$ cat config.mk
export PLATFORM = sky130hd
export DESIGN_NAME = uart_echo_buffer
export DESIGN_NICKNAME = d
export VERILOG_FILES = /design/src/rtl/uart_echo_pkg.sv /design/src/rtl/uart_echo_ram.sv /design/src/rtl/uart_echo_buffer.sv
export SDC_FILE = /design/constraint.sdc
export NUM_CORES = 1
export LEC_CHECK = 0
export ABC_AREA = 1
export BUFFER_PORTS_ARGS = -buffer_cell sky130_fd_sc_hd__clkbuf_2
export CORE_UTILIZATION = 60
export CTS_CLUSTER_DIAMETER = 50
export DETAILED_ROUTE_END_ITERATION = 16
export PLACE_DENSITY = 0.78
export SYNTH_ARGS = -nofsm -noshare
export SYNTH_HDL_FRONTEND = slang
export SYNTH_SLANG_ARGS = --single-unit
$ cat constraint.sdc
create_clock -name Clk -period 2.6 [get_ports Clk]
set_input_delay 0.26 -clock Clk [delete_from_list [all_inputs] [get_ports Clk]]
set_output_delay 0.26 -clock Clk [all_outputs]
set_load 0.01 [all_outputs]
$ cat src/rtl/uart_echo_pkg.sv
// uart_echo_pkg: shared FSM encoding, stats width and clog2 helper for the UART echo buffer
package uart_echo_pkg;
  typedef enum logic [1:0] {IDLE, FETCH, SEND, WAIT} echo_state_t;
  localparam int STAT_W = 16;
  function automatic int clog2(input int v);
    int r;
    r = 0;
    while ((1 << r) < v) r = r + 1;
    return r;
  endfunction
endpackage

$ cat src/rtl/uart_echo_ram.sv
// uart_echo_ram: simple dual-port RAM, synchronous write, registered read, no array reset
module uart_echo_ram #(
  parameter int DATA_W = 8,
  parameter int DEPTH  = 16,
  parameter int AW     = 4
) (
  input  logic              Clk,
  input  logic              i_we,
  input  logic [AW-1:0]     i_waddr,
  input  logic [DATA_W-1:0] i_wdata,
  input  logic              i_re,
  input  logic [AW-1:0]     i_raddr,
  output logic [DATA_W-1:0] o_rdata
);
  logic [DATA_W-1:0] r_mem [DEPTH];
  logic [DATA_W-1:0] r_rdata;
  always_ff @(posedge Clk) begin
    if (i_we) r_mem[i_waddr] <= i_wdata;
    if (i_re) r_rdata <= r_mem[i_raddr];
  end
  assign o_rdata = r_rdata;
endmodule

$ cat src/rtl/uart_echo_buffer.sv
// uart_echo_buffer: RX->FIFO->TX loopback with flush, pause, overflow and TX watchdog; UART_ECHO_STATS_EN adds error/drop counters
module uart_echo_buffer
  import uart_echo_pkg::*;
#(
  parameter int DATA_W     = 8,
  parameter int FIFO_DEPTH = 16,
  parameter int TX_TIMEOUT = 4096
) (
  input  logic                        Clk,
  input  logic                        Rst,
  input  logic                        iEcho_En,
  input  logic                        iFlush,
  input  logic                        iRx_Val,
  input  logic                        iRx_err,
  input  logic [DATA_W-1:0]           iRx_Data,
  input  logic                        iTx_Rdy,
  input  logic                        iTx_done,
  output logic                        oTx_Val,
  output logic [DATA_W-1:0]           oTx_Data,
  output logic [clog2(FIFO_DEPTH):0]  oLevel,
  output logic                        oEmpty,
  output logic                        oFull,
  output logic                        oOvf,
  output logic                        oTx_Tmo
`ifdef UART_ECHO_STATS_EN
  ,
  output logic [STAT_W-1:0]           oErr_Cnt,
  output logic [STAT_W-1:0]           oDrop_Cnt
`endif
);
  localparam int AW = clog2(FIFO_DEPTH);
  localparam int LW = AW + 1;
  localparam int TW = clog2(TX_TIMEOUT);
  echo_state_t       r_state, w_next;
  logic [AW-1:0]     r_wr_ptr, r_rd_ptr;
  logic [LW-1:0]     r_level;
  logic [TW-1:0]     r_timer;
  logic [DATA_W-1:0] r_tx_data, w_rdata;
  logic              r_tx_val, r_ovf, r_tmo;
  logic              w_wr, w_rd, w_ovf, w_tmo, w_accept;
  assign oEmpty   = r_level == '0;
  assign oFull    = r_level == LW'(FIFO_DEPTH);
  assign oLevel   = r_level;
  assign oTx_Val  = r_tx_val;
  assign oTx_Data = r_tx_data;
  assign oOvf     = r_ovf;
  assign oTx_Tmo  = r_tmo;
  assign w_wr     = iRx_Val & ~iRx_err & ~oFull & ~iFlush;
  assign w_ovf    = iRx_Val & ~iRx_err & oFull & ~iFlush;
  assign w_rd     = r_state == FETCH;
  assign w_accept = (r_state == SEND) & r_tx_val & iTx_Rdy;
  assign w_tmo    = (r_state == WAIT) & ~iTx_done & (r_timer == TW'(TX_TIMEOUT - 1));
  uart_echo_ram #(.DATA_W(DATA_W), .DEPTH(FIFO_DEPTH), .AW(AW)) u_ram (
    .Clk    (Clk),
    .i_we   (w_wr),
    .i_waddr(r_wr_ptr),
    .i_wdata(iRx_Data),
    .i_re   (w_rd),
    .i_raddr(r_rd_ptr),
    .o_rdata(w_rdata)
  );
  always_comb begin
    w_next = r_state;
    case (r_state)
      IDLE:    w_next = (~oEmpty & iEcho_En & ~iFlush) ? FETCH : IDLE;
      FETCH:   w_next = SEND;
      SEND:    w_next = w_accept ? WAIT : SEND;
      WAIT:    w_next = (iTx_done | w_tmo) ? IDLE : WAIT;
      default: w_next = IDLE;
    endcase
  end
  // oTx_Val/oTx_Data are registered: the first SEND cycle latches the RAM word, so the offer is glitch-free and stable
  always_ff @(posedge Clk or posedge Rst) begin
    if (Rst) begin
      r_state   <= IDLE;
      r_wr_ptr  <= '0;
      r_rd_ptr  <= '0;
      r_level   <= '0;
      r_timer   <= '0;
      r_tx_val  <= 1'b0;
      r_tx_data <= '0;
      r_ovf     <= 1'b0;
      r_tmo     <= 1'b0;
    end else begin
      r_state  <= w_next;
      r_wr_ptr <= iFlush ? '0 : r_wr_ptr + AW'(w_wr);
      r_rd_ptr <= iFlush ? '0 : r_rd_ptr + AW'(w_rd);
      r_level  <= iFlush ? '0 : r_level + LW'(w_wr) - LW'(w_rd);
      r_timer  <= (r_state == WAIT) ? r_timer + TW'(1) : '0;
      r_tx_val <= (r_state == SEND) & ~w_accept;
      if ((r_state == SEND) & ~r_tx_val) r_tx_data <= w_rdata;
      r_ovf    <= w_ovf;
      r_tmo    <= w_tmo;
    end
  end
`ifdef UART_ECHO_STATS_EN
  logic [STAT_W-1:0] r_err_cnt, r_drop_cnt;
  logic [1:0]        w_drop_inc;
  assign w_drop_inc = {1'b0, w_ovf} + {1'b0, w_tmo};
  assign oErr_Cnt   = r_err_cnt;
  assign oDrop_Cnt  = r_drop_cnt;
  always_ff @(posedge Clk or posedge Rst) begin
    if (Rst) begin
      r_err_cnt  <= '0;
      r_drop_cnt <= '0;
    end else if (iFlush) begin
      r_err_cnt  <= '0;
      r_drop_cnt <= '0;
    end else begin
      r_err_cnt  <= (iRx_Val & iRx_err & ~&r_err_cnt) ? r_err_cnt + STAT_W'(1) : r_err_cnt;
      r_drop_cnt <= (r_drop_cnt > ('1 - STAT_W'(w_drop_inc))) ? '1 : r_drop_cnt + STAT_W'(w_drop_inc);
    end
  end
`endif
endmodule

==> run summary <==
### Worst setup path
* category of the worst setup path capture point: flop
* worst reg2reg startpoint: oLevel[2]
* crit path to: oLevel[4]
* sort of element at the start of the critical path: flop
* timing startpoint of the critical path: oLevel[2]
* critical path required time: 2920 ps
* reg-to-reg slack, setup: 120 ps
* data arrival time at the worst-slack endpoint: 2800 ps
* Max FO, Critical Path: 3
* most used cell, CP: inv_1
* maximum cell stage delay along the critical path: 390 ps
* classification of the worst setup path: reg2reg
* terminus of the critical flop-to-flop path: oLevel[4]
* sequence of cells on the critical path: inv_1, ha_1, nand4_1, nand2_2, ha_1, inv_1, ha_1, inv_1, fa_1, inv_1, nand2_1, nand2_1, a21oi_1, nor2_1, nor2_1
* cell family with the largest share of critical-path delay: adder cells
* crit path buf inv count: 4
* logic depth of the worst setup path including buffers: 15
* crit path max-delay cell type: dfrtp_1
* Worst R2R Path Depth: 15

### Power and ir drop
* leakage power: 3.830 nW
* VDD IR max: 0.5691 mV
* total chip power: 7.355 mW
* Pwr per Cell Area: 852.4 nW/µm²

### Clock network
* number of buffers on the longest clock path: 2
* Root Buffer Master: clkbuf_16
* clock tree from TritonCTS: built
* worst-skew pair later-pin latency: 430 ps
* Clock Pin Slew Worst Setup and Hold Paths: 70 ps
* count of H-tree levels built during CTS: 4
* total CTS buffers: 17
* count of clock tree sinks: 174

### Logic synthesis
* post-synth net total: 797
* adder and majority gate portion of the synthesized area: 2.056%
* number of synthesized register bits: 174
* instance count of the mapped netlist: 769
* dominant combinational cell family by area after synthesis: simple AND/OR/NAND/NOR gates
* top cell types by occurrence after synthesis: nand2_1 (206), inv_1 (142), edfxtp_1 (136), nand3_1 (107), nor2_1 (49)
* fraction of post-synthesis cell area in the top cell type by area: 53.26%
* average size of a mapped cell: 9.972 µm²
* Area contributors post-synth: edfxtp_1 (53%), dfrtp_1 (12%), nand2_1 (10%), nand3_1 (7.0%), inv_1 (7.0%)
* cell accounting for the most synthesized area: edfxtp_1
* simple-gate share of the synthesized area: 20.84%
* number of enable-type register cells in the synthesized netlist: 136
* complex-gate fraction of the synthesized area: 2.284%
* dominant register cell in the synthesized netlist: edfxtp_1
* post-synthesis sequential area ratio: 65.66%
* Post-Synth XOR/XNOR Area: 0.2284%
* Synth Warn #: 0
* async set or reset register ratio after synthesis: 21.84%
* count of cell types in the netlist: 25
* netlist area before placement: 7669 µm²
* most numerous cell in the Yosys netlist: nand2_1
* proportion of synthesized area in mux cells: 0%

### Route
* vias per std cell: 5.400
* DR vias: 5351
* drt wl/cell: 16.42 µm
* length of the first detailed-routing pass in iterations: 5
* number of DRC violations after detailed-routing iteration 0: 556
* Routed WL: 16280 µm
* final routed DRC violation total: 0
* Final ANT Viol Nets: 0

### GRT
* met1 GRT Util: 31.67%
* global-route total usage across every layer: 26.90%
* GR Util met3: 5.430%
* global route total overflow: 0
* pin count of the biggest net entering global routing: 66
* GR Util met2: 46.63%
* number of antenna violations at the first check in global routing: 0
* via count of the first global-routing pass: 5216
* first-pass GRT wire length: 25490 µm
* most used routing layer in global routing: met2

### Layout
* Diodes inserted: 0
* number of non-filler instances in the completed layout: 991
* area used by multi-input combinational logic: 1951 µm²
* Fill cells: 882
* FF/Latch Area: 5036 µm²
* fraction of final layout cells sized beyond drive strength 1: 11.18%
* final layout net count: 838
* final non-filler cell area: 8628 µm²
* layout overhead on the synthesized area: 12.51%

### STA
* Sum Neg Setup Slack: 0 ps
* number of max-slew violations in the final report: 0
* Final setup viols: 0
* portion of the clock cycle consumed by the worst path in the final layout: 95.33%
* final critical-path setup slack: 121.3 ps
* crit path time final: 2479 ps
* maximum clock frequency: 0.4034 GHz
* Worst Max-Slew Pin Slew: 1077 ps
* RSZ-0062 raised after global routing: no
* worst rel slew slack: 28.14%
* number of hold-slack violations in the final timing report: 0
* clock skew: 8.536 ps

### Hold path
* classification of the worst-slack hold path: in2reg
* Hold Startpoint: iTx_done

### Placed design
* DP Wirelength: 10550 µm
* instance count after placement with tap cells included: 957
* worst setup slack before clock tree synthesis: 183.9 ps
* instance area at placement: 8021 µm²
* count of input and output buffers: 33
* gpl congestion: 0.8347

### Job
* maximum capacitance violations: 0

### Floorplan
* core region area: 12210 µm²
* Die Area: 13240 µm²
* number of placement rows: 40
* starting density of the core: 62.80%
* die height: 115.1 µm
* die outline width: 115.1 µm
* number of ports placed on the die boundary: 34

### Run status
* outcome: finished clean

==> placed cells by master (no fill, tap or decap), types with 2 or more instances in the layout <==
master         Yosys  routed
nand2_2            2       3
nor3_1             7       7
clkbuf_2           0      33
clkinvlp_4         0       2
inv_2              2       2
dfrtp_1           38      37
bufinv_16          0       2
inv_6              0       6
edfxtp_1         136     136
inv_1            142     142
nand3_1          107     107
nor2_1            49      49
o21ai_0            7       7
buf_4              1      13
clkbuf_16          0      17
nand2_1          206     205
o21ai_2            8       8
a21oi_1           14      14
clkinv_4           0       2
dlygate4sd3_1      0       2
clkinv_2           0       2
ha_1              11      11
clkinv_1           1       2
nand4_1            6       6
==> through the flow <==
step / util (%) / hold slack, ps
floorplan: - / 332.0
global placement: 65.69 / 318.3
detailed placement: 65.69 / 320.6
CTS: 70.64 / 8.960
global route: 70.66 / 21.01
finish: 70.66 / 23.71
==> per-layer routing <==
layer	up-vias	share of wire, %	wire [µm]
met5	-	0	0
met4	0	3.3	533
met3	47	6.2	1016
met2	224	51	8301
met1	2528	39	6426
li1	2552	-	-
==> cell families (layout without fill, tap and decap cells) <==
logic type | Yosys count | in the layout
compound gates | 29 | 29
xor+xnor | 2 | 2
fa+ha+maj | 12 | 12
buf+inv | 172 | 226
flops | 174 | 174
simple gates | 380 | 380
==> where the power goes <==
group          total, mW  internal, mW  leakage [nW]  switching (mW)
Sequential          3.30          3.19          1.73           0.110
Combinational       1.55         0.504          1.82            1.05
Clock               2.51          1.43         0.283            1.08
Total               7.35          5.12          3.83            2.23
==> final cells by class <==
class                           count  share of cell area (%)
Inverter                          145                   6.308
Tap cell                          168                   2.436
Timing Repair Buffer               49                   3.509
Multi-Input combinational cell    423                   22.61
Sequential cell                   174                   58.37
Clock inverter                     15                   1.842
Clock buffer                       17                   4.930
==> worst min path at each step <==
stage	depth (start not counted)	to	slack (ps)
after global routing	2	oTx_Tmo	20
final	2	oTx_Tmo	20
after global placement	2	oOvf	320
after detailed placement	2	oOvf	320
after CTS	2	oTx_Val	9
after floorplan	1	oOvf	330
==> registers in the layout (all words and copies together) (netlist names) <==
register	count
oTx_Val	1
oOvf	1
oLevel	5
u_ram.r_mem	128
u_ram.o_rdata	8
oTx_Data	8
r_timer	12
r_rd_ptr	4
r_state	2
oTx_Tmo	1
r_wr_ptr	4
==> repair_timing <==
item / 4_1_cts / 5_1_grt
endpoints found under the setup margin: 0 / 1
buffers inserted: 0 / 0
gates resized for setup: 0 / 1
hold buffers: 2 / 0
hold endpoints to repair: 15 / 0
(Power assumes the default switching activity.)
